`src/rtl/sr04_auto_ranger.sv`:
```
// Periodic HC-SR04 ranging sequencer with timeout and a 2^AVG_LOG2-deep moving average.
// Optional error counter port: define SR04_RANGER_ERRCNT_EN.
module sr04_auto_ranger #(
  parameter int unsigned PERIOD_CYC  = 6_000_000,
  parameter int unsigned TIMEOUT_CYC = 4_000_000,
  parameter int unsigned AVG_LOG2    = 2,
  parameter int unsigned MAX_CM      = 400
) (
  input  logic        clk,
  input  logic        rst,
  input  logic        enable,
  output logic        start_out,
  input  logic [15:0] dist_in,
  input  logic        dist_done_in,
  output logic [15:0] dist_avg,
  output logic        avg_valid,
  output logic        timeout_err,
  output logic        range_err,
`ifdef SR04_RANGER_ERRCNT_EN
  output logic        busy,
  output logic [7:0]  err_count
`else
  output logic        busy
`endif
);

  localparam int unsigned DIST_W = 16;
  localparam int unsigned DEPTH  = 1 << AVG_LOG2;
  localparam int unsigned PCNT_W = (PERIOD_CYC > 1) ? $clog2(PERIOD_CYC) : 1;
  localparam int unsigned TCNT_W = (TIMEOUT_CYC > 1) ? $clog2(TIMEOUT_CYC) : 1;
  localparam int unsigned SUM_W  = DIST_W + AVG_LOG2;
  localparam int unsigned WP_W   = (AVG_LOG2 > 0) ? AVG_LOG2 : 1;
  localparam int unsigned FILL_W = AVG_LOG2 + 1;

  localparam logic [PCNT_W-1:0] PCNT_LAST = PCNT_W'(PERIOD_CYC - 1);
  // Timeout fires in the cycle the counter's next value reaches TIMEOUT_CYC-1,
  // so the registered timeout_err lands TIMEOUT_CYC cycles after start_out.
  localparam logic [TCNT_W-1:0] TCNT_LAST = TCNT_W'(TIMEOUT_CYC - 2);
  localparam logic [DIST_W-1:0] MAX_CM_V  = DIST_W'(MAX_CM);
  localparam logic [WP_W-1:0]   WP_LAST   = WP_W'(DEPTH - 1);
  localparam logic [FILL_W-1:0] FILL_FULL = FILL_W'(DEPTH);

  typedef enum logic [1:0] {
    IDLE   = 2'd0,
    TRIG   = 2'd1,
    WAIT   = 2'd2,
    UPDATE = 2'd3
  } state_t;

  state_t state, state_nxt;

  logic [PCNT_W-1:0] pcnt;
  logic              period_tick;
  logic [TCNT_W-1:0] tcnt;
  logic              tcnt_hit;

  logic              capture;
  logic              accept;
  logic              reject;
  logic              timeout_set;

  logic [DIST_W-1:0] sample_q;
  logic [DIST_W-1:0] ring_q [DEPTH];
  logic [WP_W-1:0]   wp_q;
  logic [WP_W-1:0]   wp_nxt;
  logic [SUM_W-1:0]  sum_q;
  logic [SUM_W-1:0]  sum_nxt;
  logic [FILL_W-1:0] fill_q;
  logic [FILL_W-1:0] fill_inc;
  logic              full_nxt;

  // Free-running measurement period counter, parked at 0 while disabled
  always_ff @(posedge clk or posedge rst) begin
    if (rst) begin
      pcnt <= '0;
    end else if (!enable || period_tick) begin
      pcnt <= '0;
    end else begin
      pcnt <= pcnt + PCNT_W'(1);
    end
  end

  assign period_tick = enable && (pcnt == PCNT_LAST);
  assign tcnt_hit    = (tcnt == TCNT_LAST);

  // State register
  always_ff @(posedge clk or posedge rst) begin
    if (rst) begin
      state <= IDLE;
    end else begin
      state <= state_nxt;
    end
  end

  // Next-state logic
  always_comb begin
    state_nxt = state;
    case (state)
      IDLE:    if (period_tick) state_nxt = TRIG;
      TRIG:    state_nxt = WAIT;
      WAIT: begin
        if (dist_done_in)  state_nxt = UPDATE;
        else if (tcnt_hit) state_nxt = IDLE;
      end
      UPDATE:  state_nxt = IDLE;
      default: state_nxt = IDLE;
    endcase
  end

  // State decodes and datapath strobes; a done in the timeout cycle wins
  always_comb begin
    start_out   = 1'b0;
    busy        = 1'b0;
    capture     = 1'b0;
    accept      = 1'b0;
    reject      = 1'b0;
    timeout_set = 1'b0;
    case (state)
      TRIG: begin
        start_out = 1'b1;
        busy      = 1'b1;
      end
      WAIT: begin
        busy        = 1'b1;
        capture     = dist_done_in;
        timeout_set = !dist_done_in && tcnt_hit;
      end
      UPDATE: begin
        accept = (sample_q <= MAX_CM_V);
        reject = (sample_q >  MAX_CM_V);
      end
      default: ;
    endcase
  end

  // Timeout counter: cleared in TRIG, counts through WAIT
  always_ff @(posedge clk or posedge rst) begin
    if (rst) begin
      tcnt <= '0;
    end else if (state == TRIG) begin
      tcnt <= '0;
    end else if (state == WAIT) begin
      tcnt <= tcnt + TCNT_W'(1);
    end
  end

  always_ff @(posedge clk or posedge rst) begin
    if (rst) begin
      sample_q <= '0;
    end else if (capture) begin
      sample_q <= dist_in;
    end
  end

  assign wp_nxt   = (wp_q == WP_LAST) ? '0 : wp_q + WP_W'(1);
  assign sum_nxt  = sum_q - SUM_W'(ring_q[wp_q]) + SUM_W'(sample_q);
  assign fill_inc = (fill_q == FILL_FULL) ? fill_q : fill_q + FILL_W'(1);
  assign full_nxt = (fill_inc == FILL_FULL);

  // Ring buffer with running sum; oldest sample is replaced at wp
  always_ff @(posedge clk or posedge rst) begin
    if (rst) begin
      for (int i = 0; i < int'(DEPTH); i++) begin
        ring_q[i] <= '0;
      end
      wp_q   <= '0;
      sum_q  <= '0;
      fill_q <= '0;
    end else if (accept) begin
      ring_q[wp_q] <= sample_q;
      wp_q         <= wp_nxt;
      sum_q        <= sum_nxt;
      fill_q       <= fill_inc;
    end
  end

  // Registered result and error strobes, two cycles after dist_done_in
  always_ff @(posedge clk or posedge rst) begin
    if (rst) begin
      dist_avg    <= '0;
      avg_valid   <= 1'b0;
      timeout_err <= 1'b0;
      range_err   <= 1'b0;
    end else begin
      avg_valid   <= accept && full_nxt;
      timeout_err <= timeout_set;
      range_err   <= reject;
      if (accept && full_nxt) begin
        dist_avg <= DIST_W'(sum_nxt >> AVG_LOG2);
      end
    end
  end

`ifdef SR04_RANGER_ERRCNT_EN
  // Saturating count of error pulses
  always_ff @(posedge clk or posedge rst) begin
    if (rst) begin
      err_count <= '0;
    end else if ((timeout_err || range_err) && (err_count != 8'hFF)) begin
      err_count <= err_count + 8'd1;
    end
  end
`endif

endmodule

```
`config.mk`:
```
export PLATFORM = sky130hd
export DESIGN_NAME = sr04_auto_ranger
export DESIGN_NICKNAME = d
export VERILOG_FILES = /design/src/rtl/sr04_auto_ranger.sv
export SDC_FILE = /design/constraint.sdc
export NUM_CORES = 1
export LEC_CHECK = 0
export ABC_AREA = 0
export BUFFER_PORTS_ARGS = -buffer_cell sky130_fd_sc_hd__buf_2
export CAP_MARGIN = 15
export CORE_MARGIN = 1.5
export CORE_UTILIZATION = 62
export DETAILED_ROUTE_END_ITERATION = 12
export GPL_TIMING_DRIVEN = 0
export PLACE_DENSITY = 0.8
export REMOVE_ABC_BUFFERS = 1
export SYNTH_ARGS = -nofsm -noshare
export SYNTH_HDL_FRONTEND = slang
export SYNTH_SLANG_ARGS = --single-unit
export TNS_END_PERCENT = 100
```
`constraint.sdc`:
```
create_clock -name clk -period 7.9 [get_ports clk]
set_input_delay 1.58 -clock clk [delete_from_list [all_inputs] [get_ports clk]]
set_output_delay 1.58 -clock clk [all_outputs]
set_load 0.01 [all_outputs]
```
Yosys cells after proc, flatten, opt, wreduce, memory -nomap -nowiden
Index checks and enable logic that the tools add are counted.
{"block": "classes", "n_eq_ne": 10, "n_bitwise": 1, "n_reduce_logical": 11, "n_lt_le_gt_ge": 4, "add_sub_neg": 6, "mux": 21}
{"op": "$bwmux W64", "n": 1}
{"op": "$mux W16", "n": 3}
{"op": "$mux W22", "n": 2}
{"op": "$bmux W16 S2", "n": 1}
{"op": "$demux W16 S2", "n": 1}
{"op": "$add A23 B1 Y23 const B", "n": 1}
{"op": "$eq A23 B23 Y1 const B", "n": 1}
{"op": "$mux W23", "n": 1}
{"op": "$add A22 B1 Y22 const B", "n": 1}
{"op": "$eq A22 B22 Y1 const B", "n": 1}
{"op": "$add A18 B16 Y18", "n": 1}
{"op": "$sub A18 B16 Y18", "n": 1}
{"op": "$gt A16 B9 Y1 const B", "n": 1}
{"op": "$le A16 B9 Y1 const B", "n": 1}
{"op": "$mux W2", "n": 4}
{"op": "$pmux W2 S4", "n": 1}
{"op": "$eq A2 B2 Y1 const B", "n": 3}
{"op": "$eq A3 B3 Y1 const B", "n": 2}
{"op": "$mux W1", "n": 6}
{"op": "$logic_and A1 B1 Y1", "n": 4}
{"op": "$add A3 B1 Y3 const B", "n": 1}
{"op": "$ge A3 B3 Y1 const B", "n": 1}
{"op": "$lt A3 B1 Y1 const B", "n": 1}
{"op": "$mux W3", "n": 1}
{"op": "other kinds (11)", "n": 12}
{"block": "totals", "register_bits": 169, "in_bits": 20, "wordCells": 68, "out_inout_bits": 21}

Depth between registers and ports, before layout
Gate-level depths: netlist of the first run.
{"block": "depth", "depth_word": 6, "depth_mapped": 15, "ltp_nobuf": 13}

Worst setup path after synthesis of the first run
Ideal clock, no wire load.
{"block": "synth_timing", "path_type": "register to register", "start": "register wp_q[0]", "end": "register dist_avg[15]", "setup_slack_ns": 3.959, "stages_incl_launch_ff": 14, "setup_time_ns": 0.125, "n_path_buf": 2, "arrival_ns": 3.816, "cell_sequence": "dfrtp_1 clkbuf_1 buf_2 mux4_2 fa_1 inv_1 ha_1 a21oi_1 o21ai_0 or2_2 o211ai_1 nand2_1 xnor2_1 mux2_2"}
{"block": "synth_via", "elab_chain_len": 6}
{"item": "from (decl)", "line": "64", "rtl": "logic [WP_W-1:0] wp_q;"}
{"item": "from (signal assigned)", "line": "171", "rtl": "wp_q <= wp_nxt;"}
{"item": "$not A2 Y3 (not written as such)", "line": "156", "rtl": "assign sum_nxt = sum_q - SUM_W'(ring_q[wp_q]) + SUM_W'(sample_q);"}
{"item": "$bmux W16 S2", "line": "156"}
{"item": "$mux W16 (not written as such) (2 in a row)", "line": "156"}
{"item": "$sub A18 B16 Y18", "line": "156"}
{"item": "$add A18 B16 Y18", "line": "156"}
{"item": "to (signal assigned)", "line": "189", "rtl": "dist_avg <= DIST_W'(sum_nxt >> AVG_LOG2);"}
{"item": "to (decl)", "line": "15", "rtl": "output logic [15:0] dist_avg,"}
Every way passes these cells. The select of a mux whose other input is x is not followed.
A chain may end at the register's enable or synchronous reset.

Worst setup path in the final report of the first run
{"block": "layout_timing", "start": "register wp_q[0]", "end": "register sum_q[14]"}
{"block": "layout_via", "elab_chain_len": 6}
{"item": "$not A2 Y3 (not written as such)", "line": "156"}
{"item": "$bmux W16 S2", "line": "156"}
{"item": "$mux W16 (not written as such) (2 in a row)", "line": "156"}
{"item": "$sub A18 B16 Y18", "line": "156"}
{"item": "$add A18 B16 Y18", "line": "156"}
{"item": "to (signal assigned)", "line": "172", "rtl": "sum_q <= sum_nxt;"}
{"item": "to (decl)", "line": "66", "rtl": "logic [SUM_W-1:0] sum_q;"}
Every way passes these cells. The select of a mux whose other input is x is not followed.

==> metrics.log, run 1 <==
INFO  metric run_status = complete, no violations
INFO  metric ys_seq_elements = 169
INFO  metric h-tree-depth = 4
INFO  metric drc = 0
INFO  metric clock-sinks = 169
INFO  metric max_slew_violation_count = 0
INFO  metric clock_tree.root_cell = sky130_fd_sc_hd__clkbuf_16
INFO  metric tritoncts_clock_tree = yes
INFO  metric die_extent_in_y = 120 um
INFO  metric synth_top_area_cell = sky130_fd_sc_hd__dfrtp_1
INFO  metric syn_area_per_cell = 10.3 um^2
INFO  metric final.setup.worst_slack = 3.61 ns
INFO  metric static-leakage-power = 0.00454 uW
INFO  metric die-area = 14500 um^2
INFO  metric setup_violation_total_in_the_final_timing_report = 0
INFO  metric global_route.usage.total = 25.2%
INFO  metric placed_cells = 1018
INFO  metric synth-edff-count = 0
INFO  metric drv.max_cap_violation_count = 0
INFO  metric skew = 0.0133 ns
INFO  metric critPathLaunchType = flop
INFO  metric max_slew.worst_pin.slew = 1.15 ns
INFO  metric mostFrequentLayoutCell = sky130_fd_sc_hd__dfrtp_1
INFO  metric fmaxAchievable = 233 MHz
INFO  metric pin_count = 41
INFO  metric synth_top_cells_by_area = sky130_fd_sc_hd__dfrtp_1, sky130_fd_sc_hd__o21ai_0, sky130_fd_sc_hd__ha_1
INFO  metric clk_pin_slew = 0.06 ns
INFO  metric drt_pass1_iterations = 4
INFO  metric gpl.final_weighted_congestion = 0.866
INFO  metric worst_ir_drop_vdd = 0.209 mV
INFO  metric vias = 5905
INFO  metric totalWireLength = 16600 um
INFO  metric clock_path_buffers = 2
INFO  metric final_min_period_over_clock_period = 54.3%
INFO  metric endpoint_kind = flop
INFO  metric core.rowCount = 42
INFO  metric async_reset_ff_share = 100%
INFO  metric clock_period_minus_final_worst_setup_slack = 4.29 ns
INFO  metric nets = 930
INFO  metric clkLatencyLatePin = 0.44 ns
INFO  metric syn_inst = 827
INFO  metric synthesis.area = 8520 um^2
INFO  metric route.detailed.vias_per_inst = 5.62
INFO  metric post_route_cells_drive_above_1_share = 13.0%
INFO  metric hpwl = 11400 um
INFO  metric finalHoldViolations = 0
INFO  metric design.core.area = 13300 um^2
INFO  metric worst_ep_arrival_time = 4.59 ns
INFO  metric pin_count_of_the_biggest_net_entering_global_routing = 107
INFO  metric drt_first_iter_violations = 369
INFO  metric finish.cell_count_without_fillers = 1050
INFO  metric ant_nets = 0
INFO  metric timing.hold.worst.start = ring_q[7]$_DFFE_PP0P_
INFO  metric postCtsResizedCells = 0
INFO  metric timing.rr.start = wp_q[0]$_DFFE_PP0P_
INFO  metric first_global_vias = 6210
INFO  metric antenna_found_initial = 0
INFO  metric power_density = 415 nW/um^2
INFO  metric synth.lib_cells_used.distinct = 50
INFO  metric io_buffer_count = 40
INFO  metric critPathKind = flop to flop
INFO  metric floorplan.initialDensity = 63.9%
INFO  metric finalPower = 3920 uW
INFO  metric synth_seq_area_share = 49.6%
INFO  metric cts_setup_buffers = 0
INFO  metric layout_common_cells = sky130_fd_sc_hd__dfrtp_1, sky130_fd_sc_hd__nand2_1, sky130_fd_sc_hd__inv_1
INFO  metric final.setup.tns = 0 ns
INFO  metric worstPathRequired = 8.20 ns
INFO  metric ant_diodes = 0
INFO  metric hp-class = flop to flop
INFO  metric grt_setup_unrepaired = false
INFO  metric routed_wire_length_per_instance = 15.8 um
INFO  metric yosysWarningCount = 0
INFO  metric first_pass_grt_wire_length = 28600 um
INFO  metric synth_top_area_share = 49.6%
INFO  metric worstPathMaxFanout = 15
INFO  metric pre_cts_ws = 3.25 ns
INFO  metric area_growth = 10.8%
INFO  metric maxSlewHeadroom = 23.5%
INFO  metric cts_inserted_buffers = 17
INFO  metric dominantRegCellSynth = sky130_fd_sc_hd__dfrtp_1
INFO  metric timing.critical_path.from = wp_q[0]$_DFFE_PP0P_
INFO  metric finalCoreUtilization = 70.8%
INFO  metric cts_hold_buf = 0
INFO  metric die_width = 120 um
INFO  metric overflow_left_after_global_routing = 0
## routing by layer
| layer | vias to the layer above | track usage (%) | routed length (um) |
|---|---|---|---|
| li1 | 2826 | - | - |
| met1 | 2923 | 31.9 | 7280 |
| met2 | 127 | 43.3 | 8340 |
| met3 | 29 | 5.19 | 679 |
| met4 | 0 | 9.49 | 320 |
| met5 | - | 0 | 0 |
## sequential cells by signal (all words and copies together), names as in the netlist, 2 cells and up
| signal | cells |
|---|---|
| ring_q | 64 |
| pcnt | 23 |
| tcnt | 22 |
| sum_q | 18 |
| dist_avg | 16 |
| sample_q | 16 |
| fill_q | 3 |
| state | 2 |
| wp_q | 2 |
## report_power, final
group	internal, uW	total, uW	leakage [uW]	switching, uW
Sequential	997	1090	0.00231	89.7
Combinational	796	2020	0.00195	1220
Clock	486	814	0.000279	328
Total	2280	3920	0.00454	1640
## final cells by class
cell class,instances,area (um^2)
clock inverters,8,95.1
inverters,89,339
fillers,973,3900
flip-flops and latches,169,4230
repair buffers,43,263
clock buffers,23,478
multi-input cells,542,3820
well taps,176,220
## worst max-delay path: stages (launching register included)
cell                       delay [ns]
sky130_fd_sc_hd__dfrtp_1         0.62
sky130_fd_sc_hd__buf_16          0.23
sky130_fd_sc_hd__mux4_2          0.54
sky130_fd_sc_hd__fa_1            0.51
sky130_fd_sc_hd__inv_1           0.05
sky130_fd_sc_hd__ha_1            0.35
sky130_fd_sc_hd__a21oi_1         0.25
sky130_fd_sc_hd__nor2_1          0.09
sky130_fd_sc_hd__nor4b_1         0.68
sky130_fd_sc_hd__o311ai_0        0.26
sky130_fd_sc_hd__a21oi_1         0.21
sky130_fd_sc_hd__xor2_1          0.25
sky130_fd_sc_hd__o21ai_0         0.11
## cell families after synthesis
logic type	Yosys count	share of synthesized area, %
xor+xnor	48	4.93
buf+inv	116	5.55
simple gates	262	15.0
fa+ha+maj	48	8.46
flops	169	49.6
mux	38	7.09
compound gates	146	9.40
## per-stage QoR
| stage | hold slack (ns) | cell area, um^2 |
|---|---|---|
| floorplan | 0.445 | 8380 |
| detailed placement | 0.467 | 8840 |
| global route | 0.505 | 9450 |
| finish | 0.483 | 9450 |
| CTS | 0.484 | 9420 |
| global placement | 0.457 | 8800 |
## cells in the mapped netlist, types with 2 or more instances
library cell,count
sky130_fd_sc_hd__dfrtp_1,169
sky130_fd_sc_hd__nand2_1,99
sky130_fd_sc_hd__inv_1,89
sky130_fd_sc_hd__o21ai_0,86
sky130_fd_sc_hd__nor2_1,51
sky130_fd_sc_hd__a21oi_1,32
sky130_fd_sc_hd__and2_1,32
sky130_fd_sc_hd__ha_1,32
sky130_fd_sc_hd__xor2_1,31
sky130_fd_sc_hd__nand3_1,20
sky130_fd_sc_hd__mux2_2,19
sky130_fd_sc_hd__xnor2_1,17
sky130_fd_sc_hd__clkbuf_1,16
sky130_fd_sc_hd__fa_1,16
sky130_fd_sc_hd__mux4_2,16
sky130_fd_sc_hd__nand4_1,10
sky130_fd_sc_hd__or3_1,10
sky130_fd_sc_hd__and3_1,9
sky130_fd_sc_hd__buf_2,6
sky130_fd_sc_hd__nor3_1,6
sky130_fd_sc_hd__a21o_1,5
sky130_fd_sc_hd__o22ai_1,5
sky130_fd_sc_hd__a31oi_1,4
sky130_fd_sc_hd__buf_6,3
sky130_fd_sc_hd__mux2i_1,3
sky130_fd_sc_hd__nor2b_1,3
sky130_fd_sc_hd__nor3b_1,3
sky130_fd_sc_hd__nor4_1,3
sky130_fd_sc_hd__nor4b_1,3
sky130_fd_sc_hd__o21a_1,3
sky130_fd_sc_hd__a22oi_1,2
sky130_fd_sc_hd__and4_1,2
sky130_fd_sc_hd__buf_4,2
sky130_fd_sc_hd__nand2_4,2
sky130_fd_sc_hd__nand2b_1,2
sky130_fd_sc_hd__o311ai_0,2
## worst paths after layout
check | cells past startpoint | end | slack [ns]
min in group asynchronous | 2 | pcnt[1]$_DFF_PP0_ | 1.22
min | 2 | ring_q[7]$_DFFE_PP0P_ | 0.48
max in group asynchronous | 3 | sum_q[5]$_DFFE_PP0P_ | 5.76
max reg2reg | 12 | sum_q[14]$_DFFE_PP0P_ | 3.61
max | 12 | sum_q[14]$_DFFE_PP0P_ | 3.61
min reg2reg | 2 | ring_q[7]$_DFFE_PP0P_ | 0.48
Note: power is estimated with default switching activity, not from simulation.
==> inputs of run 2 (changes only) <==
==> constraint.sdc (replaced) <==
create_clock -name clk -period 4 [get_ports clk]
set_input_delay 0.8 -clock clk [delete_from_list [all_inputs] [get_ports clk]]
set_output_delay 0.8 -clock clk [all_outputs]
set_load 0.01 [all_outputs]
==> run 2 against run 1 <==
Effect of this change: register-to-register slack got worse by 3.4 ns; first-iteration DRC count rose by 5.1%; setup slack got worse by 3.4 ns; combinational power rose by 97%.
==> metrics.log, run 2 (same netlist as run 1, synthesis figures left out) <==
INFO  metric setup_violation_total_in_the_final_timing_report = 0
INFO  metric nets = 930
INFO  metric holdWs = 0.443 ns
INFO  metric area_growth = 10.8%
INFO  metric seq_power_share = 27.8%
INFO  metric floorplan.initialDensity = 63.9%
INFO  metric timing.critical_path.cells = buf_6 -> mux4_2 -> fa_1 -> inv_1 -> ha_1 -> a21oi_1 -> o21ai_0 -> or2_2 -> o211ai_1 -> nand2_1 -> xnor2_1 -> mux2_2
INFO  metric hp-class = primary input to asynchronous set/reset pin
INFO  metric mostFrequentLayoutCell = sky130_fd_sc_hd__dfrtp_1
INFO  metric worst_ir_drop_vdd = 0.413 mV
INFO  metric route.detailed.vias_per_inst = 5.65
INFO  metric intPower = 4510 uW
INFO  metric static-leakage-power = 0.00453 uW
INFO  metric final_min_period_over_clock_period = 94.6%
INFO  metric top_register = ring_q
INFO  metric drt_first_iter_violations = 388
INFO  metric clock_power_share = 20.8%
INFO  metric timing.critical_path.slowest_stage_cell = sky130_fd_sc_hd__dfrtp_4
INFO  metric layout_common_cells = sky130_fd_sc_hd__dfrtp_1, sky130_fd_sc_hd__nand2_1, sky130_fd_sc_hd__inv_1
INFO  metric endpoint_kind = flop
INFO  metric reg_top3 = ring_q (64), pcnt (23), tcnt (22)
INFO  metric max_slew.worst_pin.slew = 0.918 ns
INFO  metric clk_pin_slew = 0.06 ns
INFO  metric finalHoldViolations = 0
INFO  metric io_buffer_count = 40
INFO  metric tritoncts_clock_tree = yes
INFO  metric critPathLaunchType = flop
INFO  metric largest_register_ffs = 64
INFO  metric ant_nets = 0
INFO  metric first_pass_grt_wire_length = 28600 um
INFO  metric stage_delay_of_the_slowest_cell_on_the_critical_path = 0.58 ns
INFO  metric global_route.usage.total = 25.3%
INFO  metric antenna_found_initial = 0
INFO  metric die-area = 14500 um^2
INFO  metric design.core.area = 13300 um^2
INFO  metric run_status = complete, no violations
INFO  metric core.rowCount = 42
INFO  metric clock_path_buffers = 2
INFO  metric power_switching_share = 41.8%
INFO  metric pre_cts_ws = -0.650 ns
INFO  metric die_extent_in_y = 120 um
INFO  metric hpwl = 11400 um
INFO  metric pin_count = 41
INFO  metric gpl.final_weighted_congestion = 0.866
INFO  metric grt_met2_use = 43.2%
INFO  metric fmaxAchievable = 264 MHz
INFO  metric post_route_cells_drive_above_1_share = 13.5%
INFO  metric worstPathRequired = 4.32 ns
INFO  metric worst_ep_arrival_time = 4.11 ns
INFO  metric worstPathMaxFanout = 11
INFO  metric drc = 0
INFO  metric h-tree-depth = 4
INFO  metric final.setup.worst_slack = 0.215 ns
INFO  metric maxSlewHeadroom = 38.7%
INFO  metric overflow_left_after_global_routing = 0
INFO  metric skew = 0.0159 ns
INFO  metric vias = 5937
INFO  metric layer_with_the_highest_usage = met2
INFO  metric totalWireLength = 16600 um
INFO  metric die_width = 120 um
INFO  metric drt_pass1_iterations = 4
INFO  metric met3_usage = 5.24%
INFO  metric grt_setup_unrepaired = false
INFO  metric critPathKind = flop to flop
INFO  metric power_density = 820 nW/um^2
INFO  metric max_slew_violation_count = 0
INFO  metric pin_count_of_the_biggest_net_entering_global_routing = 107
INFO  metric cts_inserted_buffers = 17
INFO  metric first_global_vias = 6207
INFO  metric switching_power = 3240 uW
INFO  metric clkLatencyLatePin = 0.44 ns
INFO  metric ant_diodes = 0
INFO  metric gr-usage-met1 = 32.0%
INFO  metric power.share.combinational = 51.4%
INFO  metric cts_hold_buf = 0
INFO  metric drv.max_cap_violation_count = 0
INFO  metric clock_period_minus_final_worst_setup_slack = 3.79 ns
INFO  metric clock_tree.root_cell = sky130_fd_sc_hd__clkbuf_16
INFO  metric routed_wire_length_per_instance = 15.8 um
INFO  metric clock-sinks = 169
INFO  metric reg2reg_depth = 12
==> run 2: metal layers <==
layer / wire, um / share of wire, % / up-vias
met2: 8250 / 50 / 121
li1: - / - / 2831
met3: 563 / 3.4 / 30
met1: 7400 / 45 / 2955
met4: 368 / 2.2 / 0
met5: 0 / 0 / -
==> run 2: final timing paths <==
check,startpoint,endpoint,slack [ns]
setup / recovery,wp_q[0]$_DFFE_PP0P_,dist_avg[15]$_DFFE_PP0P_,0.21
hold / removal,rst,pcnt[1]$_DFF_PP0_,0.44
setup reg to reg,wp_q[0]$_DFFE_PP0P_,dist_avg[15]$_DFFE_PP0P_,0.21
hold reg to reg,ring_q[3]$_DFFE_PP0P_,ring_q[3]$_DFFE_PP0P_,0.48
max in group asynchronous,rst,wp_q[0]$_DFFE_PP0P_,2.64
min in group clk,ring_q[3]$_DFFE_PP0P_,ring_q[3]$_DFFE_PP0P_,0.48
==> run 2: area by class of cell <==
cell class	instances	area, um^2
fillers	973	3910
inverters	89	339
well taps	176	220
clock buffers	23	478
repair buffers	43	246
clock inverters	8	95.1
multi-input cells	542	3830
flip-flops and latches	169	4230
==> run 2: power by group through the flow <==
stage / clock, uW / sequential [uW] / combinational (uW)
after detailed placement: 0 / 2190 / 3860
after global placement: 0 / 2170 / 3680
after floorplan: 0 / 2140 / 3030
final: 1610 / 2150 / 3980
after global routing: 1700 / 2190 / 4490
after CTS: 1630 / 2170 / 3920
==> run 2: critical path: cells and delay by family (launching register included) <==
family | cells | cell delay (ns)
xor+xnor | 1 | 0.13
compound gates | 3 | 0.60
flops | 1 | 0.58
buf+inv | 2 | 0.26
fa+ha+maj | 2 | 0.86
mux | 2 | 0.82
simple gates | 2 | 0.41
==> run 2: through the flow <==
step           util [%]  power [uW]  instance area [um^2]  setup TNS, ns  std cells
2_1_floorplan         -        5160                  8380        -232.39        800
3_3_place_gp       66.0        5850                  8800        -476.08       1016
3_5_place_dp       66.3        6060                  8840          -5.99       1018
4_1_cts            70.6        7720                  9430              0       1049
5_1_grt            70.7        8380                  9440              0       1050
6_report           70.7        7750                  9440              0       1050
==> run 2: repair_timing <==
item / CTS / global route
endpoints found under the hold margin: 0 / 0
resized for setup: 4 / 2
pin swaps: 0 / 0
endpoints found under the setup margin: 21 / 37
setup buffers: 0 / 1
==> inputs of run 3 (changes only) <==
--- a/config.mk
+++ b/config.mk
@@ -9,10 +9,9 @@
 export BUFFER_PORTS_ARGS = -buffer_cell sky130_fd_sc_hd__buf_2
 export CAP_MARGIN = 15
 export CORE_MARGIN = 1.5
-export CORE_UTILIZATION = 62
+export CORE_UTILIZATION = 30
 export DETAILED_ROUTE_END_ITERATION = 12
 export GPL_TIMING_DRIVEN = 0
-export PLACE_DENSITY = 0.8
 export REMOVE_ABC_BUFFERS = 1
 export SYNTH_ARGS = -nofsm -noshare
 export SYNTH_HDL_FRONTEND = slang
==> run 3 against run 2 <==
Effect of this change: wire length barely moved; global-route usage fell by 13 points; critical path depth fell by 1; flip-flop and latch count did not move; highest routed layer unchanged.
==> metrics.log, run 3 (same netlist as run 1, synthesis figures left out) <==
INFO  metric nets = 934
INFO  metric clkLatencyLatePin = 0.43 ns
INFO  metric worstPathMaxFanout = 12
INFO  metric pin_count = 41
INFO  metric timing.critical_path.slowest_stage_cell = sky130_fd_sc_hd__mux4_2
INFO  metric routed_wire_length_per_instance = 13.2 um
INFO  metric ff2ff_setup_slack = 0.33 ns
INFO  metric cts_hold_buf = 0
INFO  metric skew = 0.0135 ns
INFO  metric die-area = 29400 um^2
INFO  metric first_pass_grt_wire_length = 28100 um
INFO  metric tritoncts_clock_tree = yes
INFO  metric drt_pass1_iterations = 6
INFO  metric run_status = complete, no violations
INFO  metric antenna_found_initial = 0
INFO  metric setup_violation_total_in_the_final_timing_report = 0
INFO  metric timing.critical_path.cells = buf_16 -> mux4_2 -> fa_1 -> fa_1 -> nand2b_1 -> a21oi_1 -> nor4b_2 -> o311ai_0 -> a31oi_1 -> xor2_1 -> o21ai_0
INFO  metric h-tree-depth = 4
INFO  metric clock_period_minus_final_worst_setup_slack = 3.67 ns
INFO  metric vias = 5619
INFO  metric clock-sinks = 169
INFO  metric ant_nets = 0
INFO  metric clk_pin_slew = 0.07 ns
INFO  metric worst_ir_drop_vdd = 0.330 mV
INFO  metric final.setup.tns = 0 ns
INFO  metric totalWireLength = 16600 um
INFO  metric io_buffer_count = 40
INFO  metric drv.max_cap_violation_count = 0
INFO  metric static-leakage-power = 0.00457 uW
INFO  metric worstPathRequired = 4.30 ns
INFO  metric finalInstanceArea = 9770 um^2
INFO  metric first_global_vias = 5593
INFO  metric reg2reg_depth = 11
INFO  metric floorplan.initialDensity = 30.6%
INFO  metric ant_diodes = 0
INFO  metric die_width = 172 um
INFO  metric die_extent_in_y = 172 um
INFO  metric crit_cells = 11
INFO  metric area_growth = 14.6%
INFO  metric drc = 0
INFO  metric crit_path_frequent_cell = sky130_fd_sc_hd__fa_1
INFO  metric critPathKind = flop to flop
INFO  metric global_route.usage.total = 12.2%
INFO  metric critPathLaunchType = flop
INFO  metric clock_tree.root_cell = sky130_fd_sc_hd__clkbuf_16
INFO  metric grt_setup_unrepaired = false
INFO  metric largest_register_ffs = 64
INFO  metric final_min_period_over_clock_period = 91.7%
INFO  metric mostFrequentLayoutCell = sky130_fd_sc_hd__dfrtp_1
INFO  metric post_route_cells_drive_above_1_share = 14.2%
INFO  metric finalHoldViolations = 0
INFO  metric design.core.area = 27900 um^2
INFO  metric hp-class = primary input to asynchronous set/reset pin
INFO  metric overflow_left_after_global_routing = 0
INFO  metric clock_path_buffers = 2
INFO  metric reg_top3 = ring_q (64), pcnt (23), tcnt (22)
INFO  metric gpl.final_weighted_congestion = 0.771
INFO  metric worst_ep_arrival_time = 3.97 ns
INFO  metric route.detailed.vias_per_inst = 4.47
INFO  metric layout_common_cells = sky130_fd_sc_hd__dfrtp_1, sky130_fd_sc_hd__nand2_1, sky130_fd_sc_hd__inv_1
INFO  metric top_register = ring_q
INFO  metric endpoint_kind = flop
INFO  metric pin_count_of_the_biggest_net_entering_global_routing = 131
INFO  metric max_slew.worst_pin.slew = 0.908 ns
INFO  metric worst-path-buf-inv = 1
INFO  metric critical_path.top_delay_family = adder cells
INFO  metric fmaxAchievable = 273 MHz
INFO  metric stage_delay_of_the_slowest_cell_on_the_critical_path = 0.52 ns
INFO  metric max_slew_violation_count = 0
INFO  metric num-fill-cells = 2800
INFO  metric finish.cell_count_without_fillers = 1257
INFO  metric placed_cells = 1221
INFO  metric power_density = 786 nW/um^2
INFO  metric placedInstanceArea = 9140 um^2
INFO  metric maxSlewHeadroom = 39.4%
INFO  metric cts_inserted_buffers = 17
INFO  metric hpwl = 11400 um
INFO  metric core.rowCount = 61
INFO  metric drt_first_iter_violations = 260
==> run 3: cell types whose count changed in the layout (fill, tap and decap cells not counted), sizes merged <==
cell / change
inv: +3
clkinv: +1
clkbuf: -2
bufinv: -1
buf: +4
==> run 3: worst reg2reg max path: stages, from the launching register on <==
cell                       delay, ns
sky130_fd_sc_hd__dfrtp_4        0.45
sky130_fd_sc_hd__buf_16         0.16
sky130_fd_sc_hd__mux4_2         0.52
sky130_fd_sc_hd__fa_1           0.50
sky130_fd_sc_hd__fa_1           0.52
sky130_fd_sc_hd__nand2b_1       0.20
sky130_fd_sc_hd__a21oi_1        0.24
sky130_fd_sc_hd__nor4b_2        0.12
sky130_fd_sc_hd__o311ai_0       0.39
sky130_fd_sc_hd__a31oi_1        0.17
sky130_fd_sc_hd__xor2_1         0.20
sky130_fd_sc_hd__o21ai_0        0.09
==> run 3: timing repair <==
item | in CTS | in global routing
hold endpoints to repair | 0 | 0
gates resized for setup | 4 | 1
endpoints found under the setup margin | 39 | 5
gates cloned | 0 | 0
buffers inserted | 0 | 4
==> run 3: worst paths after layout <==
kind,startpoint,end
hold / removal,rst,pcnt[1]$_DFF_PP0_
setup / recovery,wp_q[0]$_DFFE_PP0P_,sum_q[16]$_DFFE_PP0P_
setup reg to reg,wp_q[0]$_DFFE_PP0P_,sum_q[16]$_DFFE_PP0P_
min in group clk,ring_q[19]$_DFFE_PP0P_,ring_q[19]$_DFFE_PP0P_
hold reg to reg,ring_q[19]$_DFFE_PP0P_,ring_q[19]$_DFFE_PP0P_
max in group asynchronous,rst,dist_avg[3]$_DFFE_PP0P_
==> run 3: metrics by stage <==
stage | setup WS (ns) | power [uW] | utilization (%) | hold WS [ns]
floorplan | -1.38 | 5160 | - | 0.445
global placement | -3.45 | 5990 | 32.5 | 0.458
detailed placement | -0.305 | 6070 | 32.8 | 0.466
CTS | 0.0712 | 7740 | 34.9 | 0.347
global route | 0.125 | 8380 | 35.1 | 0.361
finish | 0.330 | 7680 | 35.1 | 0.335
==> run 3: layer usage <==
metal / GRT usage (%) / part of all wire [%] / vias up
li1: - / - / 2842
met1: 17.3 / 51 / 2705
met2: 18.8 / 45 / 64
met3: 2.67 / 2.8 / 8
met4: 2.97 / 0.75 / 0
met5: 0 / 0 / -
==> run 3: final cells by class <==
class                   instances  area (um^2)  area share, %
inverters                      89          342           3.50
repair buffers                 47          300           3.07
well taps                     378          473           4.84
clock inverters                11          111           1.14
flip-flops and latches        169         4230           43.4
multi-input cells             542         3840           39.3
clock buffers                  21          470           4.82
==> run 3: power by group <==
| group | total (uW) | leakage [uW] | switching [uW] | internal [uW] |
|---|---|---|---|---|
| clock network | 1620 | 0.000281 | 699 | 916 |
| logic | 3920 | 0.00198 | 2340 | 1590 |
| registers | 2140 | 0.00231 | 169 | 1970 |
